--- config.mk ---
export PLATFORM = sky130hd
export DESIGN_NAME = bcd_alu_seq_flat
export DESIGN_NICKNAME = d
export VERILOG_FILES = /design/src/rtl/bcd_alu_if.sv /design/src/rtl/bcd_alu_seq.sv /design/src/flat_wrapper.sv
export SDC_FILE = /design/constraint.sdc
export NUM_CORES = 1
export LEC_CHECK = 0
export CAP_MARGIN = 5
export CORE_MARGIN = 2
export CORE_UTILIZATION = 49
export CTS_BUF_LIST = sky130_fd_sc_hd__clkbuf_8
export DETAILED_ROUTE_END_ITERATION = 7
export PLACE_DENSITY_LB_ADDON = 0.05
export SLEW_MARGIN = 20
export SYNTH_ARGS = -nofsm -noshare
export SYNTH_HDL_FRONTEND = slang
export SYNTH_SLANG_ARGS = --single-unit
export TNS_END_PERCENT = 1
--- constraint.sdc ---
create_clock -name clk -period 3.4 [get_ports clk]
set_input_delay 0.68 -clock clk [delete_from_list [all_inputs] [get_ports clk]]
set_output_delay 0.68 -clock clk [all_outputs]
set_load 0.03 [all_outputs]
--- src/rtl/bcd_alu_if.sv ---
// bcd_alu_if: start/done handshake, operands and status results between the sequencer and its controller.
interface bcd_alu_if;
  logic       start, flush, c_in, sub, dec;
  logic [7:0] op_a, op_b;
  logic       busy, done, c_out, hc_out, z_out, n_out, v_out;
  logic [7:0] result;
  modport master(output start, flush, op_a, op_b, c_in, sub, dec,
                 input busy, done, result, c_out, hc_out, z_out, n_out, v_out);
  modport slave(input start, flush, op_a, op_b, c_in, sub, dec,
                output busy, done, result, c_out, hc_out, z_out, n_out, v_out);
endinterface

--- src/rtl/bcd_alu_seq.sv ---
// bcd_alu_seq: 6502 ADC/SBC sequencer, one nibble per cycle through a shared binary/BCD add-correct stage.
module bcd_alu_seq #(
  parameter bit CORR_INVALID = 1'b1
) (
  input logic clk,
  input logic rst_n,
  bcd_alu_if.slave bus
);
  typedef enum logic [1:0] {IDLE, LO, HI, DONE} state_t;
  state_t     state, state_nx;
  logic [7:0] a_q, b_q, eff_b, bsum, res;
  logic       cin_q, sub_q, dec_q, lc_q;
  logic [3:0] lo_q, nib_a, nib_b, nib_e, dig;
  logic [4:0] s;
  logic       nib_c, ok, need, dc, v;
  always_comb begin
    state_nx = bus.flush ? IDLE :
               state == IDLE ? (bus.start ? LO : IDLE) :
               state == LO   ? HI :
               state == HI   ? DONE : IDLE;
  end
  // Shared nibble stage: the low digit in LO, the high digit in HI.
  always_comb begin
    nib_a = state == HI ? a_q[7:4] : a_q[3:0];
    nib_b = state == HI ? b_q[7:4] : b_q[3:0];
    nib_c = state == HI ? lc_q : cin_q;
    nib_e = sub_q ? ~nib_b : nib_b;
    s     = {1'b0, nib_a} + {1'b0, nib_e} + {4'b0, nib_c};
    ok    = CORR_INVALID || (nib_a <= 4'd9 && nib_b <= 4'd9);
    need  = dec_q && ok && (sub_q ? !s[4] : s > 5'd9);
    dig   = need ? s[3:0] + (sub_q ? 4'hA : 4'h6) : s[3:0];
    dc    = need ? !sub_q : s[4];
    res   = {dig, lo_q};
    eff_b = sub_q ? ~b_q : b_q;
    bsum  = a_q + eff_b + {7'b0, cin_q};
    v     = (a_q[7] == eff_b[7]) && (bsum[7] != a_q[7]);
  end
  assign bus.busy = state != IDLE;
  always_ff @(posedge clk or negedge rst_n) begin
    if (!rst_n) begin
      state      <= IDLE;
      a_q        <= '0;
      b_q        <= '0;
      cin_q      <= 1'b0;
      sub_q      <= 1'b0;
      dec_q      <= 1'b0;
      lc_q       <= 1'b0;
      lo_q       <= '0;
      bus.done   <= 1'b0;
      bus.result <= '0;
      bus.c_out  <= 1'b0;
      bus.hc_out <= 1'b0;
      bus.z_out  <= 1'b0;
      bus.n_out  <= 1'b0;
      bus.v_out  <= 1'b0;
    end else begin
      state    <= state_nx;
      bus.done <= state == DONE && !bus.flush;
      if (state == IDLE && bus.start && !bus.flush) begin
        a_q   <= bus.op_a;
        b_q   <= bus.op_b;
        cin_q <= bus.c_in;
        sub_q <= bus.sub;
        dec_q <= bus.dec;
      end
      if (state == LO && !bus.flush) begin
        lo_q       <= dig;
        lc_q       <= dc;
        bus.hc_out <= dc;
      end
      if (state == HI && !bus.flush) begin
        bus.result <= res;
        bus.c_out  <= dc;
        bus.z_out  <= res == 8'h00;
        bus.n_out  <= res[7];
        bus.v_out  <= v;
      end
    end
  end
endmodule

--- src/flat_wrapper.sv ---
// flat-port wrapper written by rule: the top's interface ports become plain ports
module bcd_alu_seq_flat 
#(
  parameter bit CORR_INVALID = 1'b1
)
  (clk, rst_n, bus_start, bus_flush, bus_op_a, bus_op_b, bus_c_in, bus_sub, bus_dec, bus_busy, bus_done, bus_result, bus_c_out, bus_hc_out, bus_z_out, bus_n_out, bus_v_out);
  bcd_alu_if bus_i ();
  input logic clk;
  input logic rst_n;
  input wire logic [$bits(bus_i.start)-1:0] bus_start;
  input wire logic [$bits(bus_i.flush)-1:0] bus_flush;
  input wire logic [$bits(bus_i.op_a)-1:0] bus_op_a;
  input wire logic [$bits(bus_i.op_b)-1:0] bus_op_b;
  input wire logic [$bits(bus_i.c_in)-1:0] bus_c_in;
  input wire logic [$bits(bus_i.sub)-1:0] bus_sub;
  input wire logic [$bits(bus_i.dec)-1:0] bus_dec;
  output wire logic [$bits(bus_i.busy)-1:0] bus_busy;
  output wire logic [$bits(bus_i.done)-1:0] bus_done;
  output wire logic [$bits(bus_i.result)-1:0] bus_result;
  output wire logic [$bits(bus_i.c_out)-1:0] bus_c_out;
  output wire logic [$bits(bus_i.hc_out)-1:0] bus_hc_out;
  output wire logic [$bits(bus_i.z_out)-1:0] bus_z_out;
  output wire logic [$bits(bus_i.n_out)-1:0] bus_n_out;
  output wire logic [$bits(bus_i.v_out)-1:0] bus_v_out;
  assign bus_i.start = bus_start;
  assign bus_i.flush = bus_flush;
  assign bus_i.op_a = bus_op_a;
  assign bus_i.op_b = bus_op_b;
  assign bus_i.c_in = bus_c_in;
  assign bus_i.sub = bus_sub;
  assign bus_i.dec = bus_dec;
  assign bus_busy = bus_i.busy;
  assign bus_done = bus_i.done;
  assign bus_result = bus_i.result;
  assign bus_c_out = bus_i.c_out;
  assign bus_hc_out = bus_i.hc_out;
  assign bus_z_out = bus_i.z_out;
  assign bus_n_out = bus_i.n_out;
  assign bus_v_out = bus_i.v_out;
  bcd_alu_seq #(.CORR_INVALID(CORR_INVALID)) u_core (.clk(clk), .rst_n(rst_n), .bus(bus_i));
endmodule
Word-level counts from Yosys, hierarchy flattened
Cells that the tools add are included.

Register bits: 39. Input bits: 23. Output and inout bits: 15. Word-level logic and storage cells: 54.

$lt $le $gt $ge: 1. Multiplexer cells: 14. Bitwise gates (word level): 2. Add/subtract/negate cells: 5. Reduce and logical (&&, ||, !) cells: 13. Eq/ne operators: 5.

Operators with widths (number): 4-bit 2-to-1 mux (5); 8-bit by 1-bit adder with 8-bit output (1); 8-bit adder (1); 8-bit zero test (1); 2-bit 2-to-1 mux (4); 8-bit 2-to-1 mux (1); 8-bit NOT (1); 1-bit logical AND (7); 4-bit by 4-bit adder with 5-bit output (1); 5-bit by 1-bit adder with 5-bit output (1); 5-bit by 4-bit > comparator with 1-bit output, second input constant (1); 4-bit adder (1); 2-bit equality test, second input constant (2); 1-bit 2-to-1 mux (4); 4-bit NOT (1); 1-bit zero test (3); 2-bit by 1-bit equality test with 1-bit output, second input constant (1); 2-bit zero test (1); 2-bit nonzero test (1); 1-bit equality test (1); 1-bit != test (1).

Depth between registers and ports, before layout
Gate-level depths: netlist (run 1).

Depth after elaboration: 11. Gate-level depth with buffers: 14. Depth with buffers taken out: 13.

Least setup slack after synthesis (run 1)
OpenSTA, ideal clock, no wires.

Kind: reg2reg. From: register u_core.state[0]. To: register u_core.bus.z_out. Data required time: 3279 ps. Setup slack: 106 ps. Clock period less this slack: 3294 ps. Path buffers: 1. Library setup time: 121 ps. Stages on the path, launching flop included: 13. Arrival: 3173 ps. Path through: dfrtp_1 -> inv_1 -> ha_1 -> buf_2 -> mux2i_1 -> xnor2_1 -> fa_1 -> inv_1 -> fa_1 -> fa_1 -> nand4b_1 -> o21a_1 -> a32o_2.

Longest elaborated chain between the ends: 11. Elaborated cells on any way between the ends: 16. Classes of those cells: 3 x add/sub; 1 x order compare; 1 x eq/ne; 6 x mux; 1 x bitwise; 4 x reduce/logical.

Ends and longest elaborated chain: start, declared (RTL line bcd_alu_seq.sv:10) `state_t state, state_nx;`; start signal, assigned (RTL line bcd_alu_seq.sv:57) `state <= state_nx;`; 2-bit equality test (*); 4-bit 2-to-1 mux (RTL line bcd_alu_seq.sv:25) `nib_b = state == HI ? b_q[7:4] : b_q[3:0];`; 4-bit NOT (RTL line bcd_alu_seq.sv:27) `nib_e = sub_q ? ~nib_b : nib_b;`; 4-bit 2-to-1 mux (RTL line bcd_alu_seq.sv:27); 4-bit by 4-bit adder with 5-bit output (RTL line bcd_alu_seq.sv:28) `s = {1'b0, nib_a} + {1'b0, nib_e} + {4'b0, nib_c};`; 5-bit by 1-bit adder with 5-bit output (RTL line bcd_alu_seq.sv:28); 5-bit by 4-bit > comparator with 1-bit output or 1-bit zero test (tied branches) (RTL line bcd_alu_seq.sv:30) `need = dec_q && ok && (sub_q ? !s[4] : s > 5'd9);`; 1-bit 2-to-1 mux (RTL line bcd_alu_seq.sv:30); 1-bit logical AND (RTL line bcd_alu_seq.sv:30); 4-bit 2-to-1 mux (RTL line bcd_alu_seq.sv:31) `dig = need ? s[3:0] + (sub_q ? 4'hA : 4'h6) : s[3:0];`; 8-bit zero test (RTL line bcd_alu_seq.sv:74) `bus.z_out <= res == 8'h00;`; end signal, assigned (RTL line bcd_alu_seq.sv:53) `bus.z_out <= 1'b0;`; end signal, assigned (RTL line bcd_alu_seq.sv:74); end, declared (RTL line bcd_alu_if.sv:10) `output busy, done, result, c_out, hc_out, z_out, n_out, v_out);`.

Mark *: on every way between the ends. The rest lies on a longest branch, timed or not. A chain may end at the register's enable or synchronous reset.

Final worst setup path (run 1)
Same ends and word-level chain as after synthesis.

==> results of run 1 <==
[where the power goes]
part           total (mW)  internal (mW)  switching, mW
Sequential          0.742          0.605          0.136
Combinational        1.70          0.774          0.927
Clock               0.293          0.138          0.155
Total                2.74           1.52           1.22
[registers in the layout, indices dropped and copies added (netlist names)]
register / cells
u_core.bus.c_out: 1
u_core.b_q: 8
u_core.dec_q: 1
u_core.cin_q: 1
u_core.bus.z_out: 1
u_core.bus.result: 7
u_core.bus.done: 1
u_core.state: 2
u_core.bus.hc_out: 1
u_core.sub_q: 1
u_core.bus.v_out: 1
u_core.bus.n_out: 1
u_core.a_q: 8
u_core.lo_q: 4
[repair_timing]
action | 4_1_cts | 5_1_grt
resized for setup | 0 | 12
hold buffers | 0 | 0
buffers inserted | 0 | 2
setup endpoints to repair | 0 | 5
[kinds of logic (layout without fill, tap and decap cells)]
group / after synthesis / in the layout
AND/OR/NAND/NOR: 54 / 54
flip-flops: 38 / 38
AO/OA/AOI/OAI: 36 / 36
multiplexers: 28 / 28
adder cells (fa/ha/maj): 17 / 17
buffers and inverters: 14 / 55
XOR/XNOR: 13 / 13
[how the worst max path moves through the flow]
stage               slack (ns)  depth (start not counted)                      endpoint                 startpoint
floorplan                 0.11                         12  u_core.bus.z_out$_DFFE_PN0P_  u_core.state[0]$_DFF_PN0_
global placement          0.21                         12  u_core.bus.z_out$_DFFE_PN0P_  u_core.state[0]$_DFF_PN0_
detailed placement        0.03                         12  u_core.bus.z_out$_DFFE_PN0P_  u_core.state[0]$_DFF_PN0_
CTS                      0.004                         12  u_core.bus.z_out$_DFFE_PN0P_  u_core.state[0]$_DFF_PN0_
global route             -0.02                         12  u_core.bus.z_out$_DFFE_PN0P_  u_core.state[0]$_DFF_PN0_
finish                    0.11                         11  u_core.bus.z_out$_DFFE_PN0P_  u_core.state[0]$_DFF_PN0_
[per-layer routing]
metal	track usage [%]	up-vias	wire length, microns
met3	4.56	6	189
met1	24.1	842	1990
met4	5.87	0	61
li1	-	794	-
met5	0	-	0
met2	37.3	44	2500
[layout by cell type (no fill, tap or decap), types with 4 or more instances in the layout]
cell type / instances
sky130_fd_sc_hd__a21o_1: 4
sky130_fd_sc_hd__a31oi_1: 7
sky130_fd_sc_hd__buf_4: 6
sky130_fd_sc_hd__clkbuf_8: 5
sky130_fd_sc_hd__clkdlybuf4s50_1: 36
sky130_fd_sc_hd__dfrtp_1: 38
sky130_fd_sc_hd__ha_1: 13
sky130_fd_sc_hd__inv_1: 4
sky130_fd_sc_hd__mux2_2: 22
sky130_fd_sc_hd__mux2i_1: 4
sky130_fd_sc_hd__nand2_1: 24
sky130_fd_sc_hd__nor2_1: 6
sky130_fd_sc_hd__nor2b_1: 5
sky130_fd_sc_hd__o21ai_0: 6
sky130_fd_sc_hd__xor2_1: 8
[tightest hold or removal path, stage by stage, from the launching register on]
cell and delay, ns:
sky130_fd_sc_hd__dfrtp_1 0.34, sky130_fd_sc_hd__nand2_1 0.05, sky130_fd_sc_hd__nand2_1 0.05
[final cells by class]
cell class	instances	area (sq um)	area share (%)
multi-input combinational	148	1250	45.1
sequential	38	951	34.3
timing repair buffer	43	410	14.8
clock buffer	5	68.8	2.48
tap	52	65.1	2.34
inverter	5	18.8	0.676
clock inverter	2	10.0	0.361
==> metrics.log, run 1 <==
INFO  metric place_congestion = between 0.8 and 0.9
INFO  metric die_h = a little over 70 microns
INFO  metric synth-edff-count = 0
INFO  metric setup-tns-final = 0 ns
INFO  metric finalWorstPathRequiredPeriod = between 3 and 4 ns
INFO  metric synthesis.area_per_instance = approximately 11 sq um
INFO  metric gr-total-overflow = 0
INFO  metric worst_pin_slew = about 0.83 ns
INFO  metric synthesis.yosys.warnings = 0
INFO  metric final_util = 63.7%
INFO  metric slowest_delay = 0.47 ns
INFO  metric synth_area_leaders = sky130_fd_sc_hd__dfrtp_1 (43%), sky130_fd_sc_hd__mux2_2 (11%), sky130_fd_sc_hd__ha_1 (7.9%), sky130_fd_sc_hd__nand2_1 (4.1%), sky130_fd_sc_hd__xor2_1 (3.6%)
INFO  metric htree_levels = 2
INFO  metric critical_path_required = 3.58 ns
INFO  metric setup_viol = 0
INFO  metric status = complete, no violations
INFO  metric critPathLaunchType = flip-flop
INFO  metric seq_area_frac_synth = 43.1%
INFO  metric fp-row-count = 24
INFO  metric timing.clock.skew = 0.00393 ns
INFO  metric antenna_violating_nets_post_route = 0
INFO  metric grt_max_degree = 39
INFO  metric end_kind = flip-flop
INFO  metric synth-compound-area-share = 11.8%
INFO  metric fin_crit_sh = 96.7%
INFO  metric critical-path-top-delay-family = adder cells
INFO  metric syn-num-nets = 240
INFO  metric placeableCoreArea = about 4400 sq um
INFO  metric clock.fmax = 304 MHz
INFO  metric clkTransAtPathRegs = 0.07 ns
INFO  metric area_delta_synth_final = 25.7%
INFO  metric yosys-mux-area-fraction = between 10% and 20%
INFO  metric worstPathBufferInverterCount = 2
INFO  metric vdd_drop_max = roughly 0.38 mV
INFO  metric detail_route.drc_violations = 0
INFO  metric floorplan.io_pins = 38
INFO  metric drt_wl_total = 4.74 mm
INFO  metric cts-buffers-inserted = 5
INFO  metric timing_worst_setup_path_type = flip-flop to flip-flop
INFO  metric synth_area_leader_cell = sky130_fd_sc_hd__dfrtp_1
INFO  metric synth_top_family_by_area = multiplexers
INFO  metric initialDrtViolationCount = 118
INFO  metric synthDominantCellAreaShare = 43.1%
INFO  metric synthXorXnorAreaFrac = 5.16%
INFO  metric worst_r2r_path_depth = 11
INFO  metric first_pass_grt_wire_length = 8.16 mm
INFO  metric number_of_standard_cells_after_synthesis = 200
INFO  metric post_synth_and_or_nand_nor_area_fraction = 12.6%
INFO  metric fin_ws = ~0.11 ns
INFO  metric critical_path.cell_chain = inv_1, ha_2, mux2i_4, xnor2_2, fa_2, inv_2, fa_2, fa_2, nand4b_1, o21a_1, a32o_2
INFO  metric synthArstFlopShare = 100%
INFO  metric clock-sinks = 38
INFO  metric clock_insertion_delay_worst_skew = 0.29 ns
INFO  metric slew-limit-headroom = 44.3%
INFO  metric die_area = 5060 sq um
INFO  metric yosysMostFrequentCell = sky130_fd_sc_hd__dfrtp_1
INFO  metric yosys-top-cells-count = sky130_fd_sc_hd__dfrtp_1 (38), sky130_fd_sc_hd__nand2_1 (24), sky130_fd_sc_hd__mux2_2 (22)
INFO  metric placed_cell_area = around 2600 sq um
INFO  metric dp_slack = 0.0275 ns
INFO  metric design_area = 2780 sq um
INFO  metric firstDrtPassIters = 4
INFO  metric final_layout_size_suffix_gt1_share = around 22%
INFO  metric fin_nets = 281
INFO  metric worstHoldStart = u_core.bus.result[1]$_DFFE_PN0P_
INFO  metric p_leak = 1.20 nW
INFO  metric detailroute.via_count = between 1,500 and 2,000
INFO  metric ys_ff_latch = 38
INFO  metric cts_max_path_buffers = 2
INFO  metric holdPathEnd = u_core.bus.result[1]$_DFFE_PN0P_
INFO  metric place_hpwl = 3.54 mm
INFO  metric initial_core_util = between 50% and 60%
INFO  metric ys_types = 42
INFO  metric final_hold_viol_count = 0
INFO  metric power = 2.74 mW
INFO  metric cp_max_fo = 5
INFO  metric regToRegStartpoint = u_core.state[0]$_DFF_PN0_
INFO  metric cts-root-buf = sky130_fd_sc_hd__clkbuf_8
INFO  metric floorplan.die.width = just over 70 microns
INFO  metric slowest_stage = sky130_fd_sc_hd__fa_2
INFO  metric drt_wl_cell = 16.2 microns
INFO  metric worst-endpoint-arrival = ~3.5 ns
INFO  metric post_drt_via_cell_ratio = ~5.8
INFO  metric most_instantiated_flip_flop_cell_in_the_synthesis_netlist = sky130_fd_sc_hd__dfrtp_1
INFO  metric worst_hold_slack = 0.479 ns
INFO  metric grt_antenna_before_repair = 0
INFO  metric tritoncts = built
INFO  metric worst_hold_path.num_cells = 2
INFO  metric synth_adder_area_share = 10.7%
INFO  metric nFillCells = 353
INFO  metric port-buffer-count = 37
INFO  metric post-place-cells = 284
INFO  metric final_cells = 293
INFO  metric critical_path.reg2reg.endpoint = u_core.bus.z_out$_DFFE_PN0P_
INFO  metric insertedDiodeCount = 0
INFO  metric drv.max_cap_violation_count = 0
INFO  metric final-max-slew-violation-count = 0
INFO  metric crit_path_top_cell_by_count = sky130_fd_sc_hd__fa_2
INFO  metric via_count_of_the_first_global_routing_pass = 1,772
INFO  metric syn_area = 2210 sq um
INFO  metric r2r_slack = 0.11 ns
INFO  metric p_per_area = 986 nW/um^2
INFO  metric globalRouteTotalUtil = 20.5%
INFO  metric worstHoldPathType = flip-flop to flip-flop
(Power assumes the default switching activity.)
==> run 2: changes to the inputs <==
--- a/config.mk
+++ b/config.mk
@@ -11,6 +11,7 @@
 export CTS_BUF_LIST = sky130_fd_sc_hd__clkbuf_8
 export DETAILED_ROUTE_END_ITERATION = 7
 export PLACE_DENSITY_LB_ADDON = 0.05
+export SKIP_CTS_REPAIR_TIMING = 1
 export SLEW_MARGIN = 20
 export SYNTH_ARGS = -nofsm -noshare
 export SYNTH_HDL_FRONTEND = slang
==> results of run 2 <==
Same layout as run 1: the final DEF is identical, and so are final timing and power.
==> run 3: changes to the inputs <==
--- a/config.mk
+++ b/config.mk
@@ -7,7 +7,7 @@
 export LEC_CHECK = 0
 export CAP_MARGIN = 5
 export CORE_MARGIN = 2
-export CORE_UTILIZATION = 49
+export CORE_UTILIZATION = 55
 export CTS_BUF_LIST = sky130_fd_sc_hd__clkbuf_8
 export DETAILED_ROUTE_END_ITERATION = 7
 export PLACE_DENSITY_LB_ADDON = 0.05
==> constraint.sdc (replaced) <==
create_clock -name clk -period 3.9 [get_ports clk]
set_input_delay 0.78 -clock clk [delete_from_list [all_inputs] [get_ports clk]]
set_output_delay 0.78 -clock clk [all_outputs]
set_load 0.03 [all_outputs]
==> run 3 against run 2 <==
  * Cell area fell by 3.0%
  * Final cell count decreased by 1.7%
  * Sequential cell count is the same
  * Register-to-register slack improved by 0.50 ns
  * Clock skew grew 0.0020 ns
  * Core utilization rose by 4.6 points
  * Via count down 3.4%
  * Non-clock buffer count fell by 3
  * Worst setup slack improved by 0.50 ns
  * Critical path depth up 1
  * Combinational power fell by 21%
  * Count of clock-buffer cells in the layout is the same
  * Critical endpoint unchanged
==> metrics.log, run 3 (synthesis gave the netlist of run 1 again) <==
INFO  metric timing_worst_setup_path_type = flip-flop to flip-flop
INFO  metric critical_path_required = 4.07 ns (+0.49 ns)
INFO  metric setup.worst_path.end = u_core.bus.z_out$_DFFE_PN0P_
INFO  metric layout.cells.most_common_list = sky130_fd_sc_hd__dfrtp_1 (38), sky130_fd_sc_hd__clkdlybuf4s50_1 (36), sky130_fd_sc_hd__nand2_1 (24), sky130_fd_sc_hd__mux2_2 (22), sky130_fd_sc_hd__ha_1 (14)
INFO  metric multi_input_area = 1200 sq um (-4.4%)
INFO  metric final-max-slew-violation-count = 0 (unchanged)
INFO  metric floorplan.die.width = 67.3 microns (-5.3%)
INFO  metric via_count_of_the_first_global_routing_pass = 1,612 (-9.0%)
INFO  metric worstHoldPathType = flip-flop to flip-flop
INFO  metric clock.fmax = 304 MHz (about the same)
INFO  metric cts_max_path_buffers = 2 (unchanged)
INFO  metric ff_latch_area = 951 sq um (unchanged)
INFO  metric cts-buffers-inserted = 5 (unchanged)
INFO  metric antenna_violating_nets_post_route = 0 (unchanged)
INFO  metric final_cells = 288 (-1.7%)
INFO  metric drt_wl_total = 4.46 mm (-5.8%)
INFO  metric end_kind = flip-flop
INFO  metric drv.max_cap_violation_count = 0 (unchanged)
INFO  metric die_h = 67.3 microns (-5.3%)
INFO  metric worst-endpoint-arrival = 3.46 ns (about the same)
INFO  metric detail_route.drc_violations = 0 (unchanged)
INFO  metric post-place-cells = 281 (-1.1%)
INFO  metric layout_commonest_cell = sky130_fd_sc_hd__dfrtp_1
INFO  metric final_hold_viol_count = 0 (unchanged)
INFO  metric critical-path-top-delay-family = adder cells
INFO  metric critPathLaunchType = flip-flop
INFO  metric dp_slack = 0.638 ns (+0.611 ns)
INFO  metric critical_path.cell_chain = inv_1, ha_1, buf_4, mux2i_1, fa_1, inv_1, fa_1, xor2_1, fa_1, nand4b_1, o21a_1, a32o_2
INFO  metric power = 2.23 mW (-18%)
INFO  metric worst_hold_slack = 0.481 ns (+0.00171 ns)
INFO  metric wirelength_met1 = 1.80 mm (-9.6%)
INFO  metric setup_viol = 0 (unchanged)
INFO  metric fp-row-count = 23 (-4.2%)
INFO  metric grt_setup_unrepaired = false
INFO  metric worst_r2r_path_depth = 12 (+1)
INFO  metric p_leak = 1.18 nW (-1.5%)
INFO  metric status = complete, no violations
INFO  metric routed.top_layer = met4
INFO  metric placeableCoreArea = 3940 sq um (-9.5%)
INFO  metric setup-tns-final = 0 ns (unchanged)
INFO  metric routed-wl-met2 = 2.41 mm (-3.3%)
INFO  metric port-buffer-count = 37 (unchanged)
INFO  metric initial_core_util = 56.0% (+5.3 points)
INFO  metric timing.critical_path.depth = 12 (+1)
INFO  metric vdd_drop_max = 0.349 mV (-7.5%)
INFO  metric firstDrtPassIters = 4 (unchanged)
INFO  metric grt_antenna_before_repair = 0 (unchanged)
INFO  metric fin_ws = 0.611 ns (+0.500 ns)
INFO  metric globalRouteTotalUtil = 22.3% (+1.8 points)
INFO  metric regToRegStartpoint = u_core.state[0]$_DFF_PN0_
INFO  metric worstPathBufferInverterCount = 3 (+1)
INFO  metric floorplan.io_pins = 38 (unchanged)
INFO  metric insertedDiodeCount = 0 (unchanged)
INFO  metric p_per_area = 829 nW/um^2 (-16%)
INFO  metric fin_crit_sh = 84.3% (-12 points)
INFO  metric place_hpwl = 3.49 mm (-1.4%)
INFO  metric final_layout_size_suffix_gt1_share = 15.5% (-6.0 points)
INFO  metric cp_max_fo = 10 (+5)
INFO  metric crit_path_top_cell_by_count = sky130_fd_sc_hd__fa_1
INFO  metric reg_top3 = u_core.a_q: 8 flops, u_core.b_q: 8 flops, u_core.bus.result: 7 flops
INFO  metric initialDrtViolationCount = 85 (-28%)
INFO  metric drt_wl_cell = 15.5 microns (-4.2%)
INFO  metric first_pass_grt_wire_length = 7.55 mm (-7.4%)
INFO  metric die_area = 4540 sq um (-10%)
INFO  metric clock-sinks = 38 (unchanged)
INFO  metric timing.clock.skew = 0.00591 ns (+0.00198 ns)
INFO  metric slew-limit-headroom = 38.5% (-5.9 points)
INFO  metric place_congestion = 0.840 (-2.5%)
INFO  metric worst_pin_slew = 0.920 ns (+0.0855 ns)
INFO  metric nFillCells = 312 (-12%)
INFO  metric route.met3.wl = 199 microns (+5.3%)
INFO  metric fin_nets = 278 (-1.1%)
INFO  metric post_drt_via_cell_ratio = 5.65 (-1.8%)
INFO  metric finalWorstPathRequiredPeriod = 3.29 ns (-0.000201 ns)
INFO  metric cts-root-buf = sky130_fd_sc_hd__clkbuf_8
INFO  metric gr-total-overflow = 0 (unchanged)
INFO  metric grt_max_degree = 39 (unchanged)
INFO  metric clock_insertion_delay_worst_skew = 0.29 ns (about the same)
INFO  metric htree_levels = 2 (unchanged)
INFO  metric tritoncts = built
INFO  metric clkTransAtPathRegs = 0.07 ns (about the same)
INFO  metric critical_path.reg2reg.endpoint = u_core.bus.z_out$_DFFE_PN0P_
INFO  metric slowest_delay = 0.50 ns (+0.03 ns)
INFO  metric detailroute.via_count = 1,628 (-3.4%)
INFO  metric critical_path.startpoint = u_core.state[0]$_DFF_PN0_
INFO  metric r2r_slack = 0.61 ns (+0.50 ns)
INFO  metric slowest_stage = sky130_fd_sc_hd__fa_1
INFO  metric area_delta_synth_final = 22.0%
==> run 3: cell count changes in the layout (fill, tap and decap cells not counted), moves of 2 or more <==
cell / delta
sky130_fd_sc_hd__mux2i_4: -2
sky130_fd_sc_hd__inv_1: +3
sky130_fd_sc_hd__buf_4: -3
sky130_fd_sc_hd__clkinv_2: -2
sky130_fd_sc_hd__fa_2: -3
sky130_fd_sc_hd__mux2i_1: +2
sky130_fd_sc_hd__fa_1: +3
==> run 3: worst min-delay path by stage <==
stage,cells after the start,from,to,slack [ns]
finish,2,u_core.bus.result[2]$_DFFE_PN0P_,u_core.bus.result[2]$_DFFE_PN0P_,0.48
global route,2,u_core.bus.result[3]$_DFFE_PN0P_,u_core.bus.result[3]$_DFFE_PN0P_,0.50
CTS,2,u_core.bus.result[2]$_DFFE_PN0P_,u_core.bus.result[2]$_DFFE_PN0P_,0.49
detailed placement,2,u_core.bus.result[2]$_DFFE_PN0P_,u_core.bus.result[2]$_DFFE_PN0P_,0.47
global placement,2,u_core.bus.result[1]$_DFFE_PN0P_,u_core.bus.result[1]$_DFFE_PN0P_,0.46
floorplan,2,u_core.lo_q[2]$_DFFE_PN0P_,u_core.bus.result[2]$_DFFE_PN0P_,0.45
==> run 3: routing by layer <==
| metal | global-route usage (%) | up-vias |
|---|---|---|
| met5 | 0 | - |
| met4 | 7.65 | 0 |
| met3 | 5.17 | 4 |
| met2 | 40.7 | 45 |
| met1 | 25.3 | 793 |
| li1 | - | 786 |
==> run 3: power breakdown <==
group / internal, mW / switching (mW)
logic: 0.608 / 0.741
clock network: 0.118 / 0.127
registers: 0.528 / 0.112
total: 1.25 / 0.980
==> run 3: metrics by stage <==
stage / instance area, sq um / util, %
after floorplan: 2210 / -
after global placement: 2620 / 66.4
after detailed placement: 2620 / 66.4
after CTS: 2690 / 68.3
after global routing: 2690 / 68.3
final: 2690 / 68.3
==> run 3: final cells by class <==
| class | count | share of cell area, % |
|---|---|---|
| flip-flops and latches | 38 | 35.3 |
| multi-input cells | 148 | 44.4 |
| inverters | 5 | 0.697 |
| clock inverters | 2 | 0.279 |
| clock buffers | 5 | 2.56 |
| well taps | 50 | 2.32 |
| repair buffers | 40 | 14.4 |
==> run 3: worst min-delay path, stage by stage (launching register included) <==
cell,delay (ns)
sky130_fd_sc_hd__dfrtp_1,0.34
sky130_fd_sc_hd__nand2_1,0.05
sky130_fd_sc_hd__nand2_1,0.06
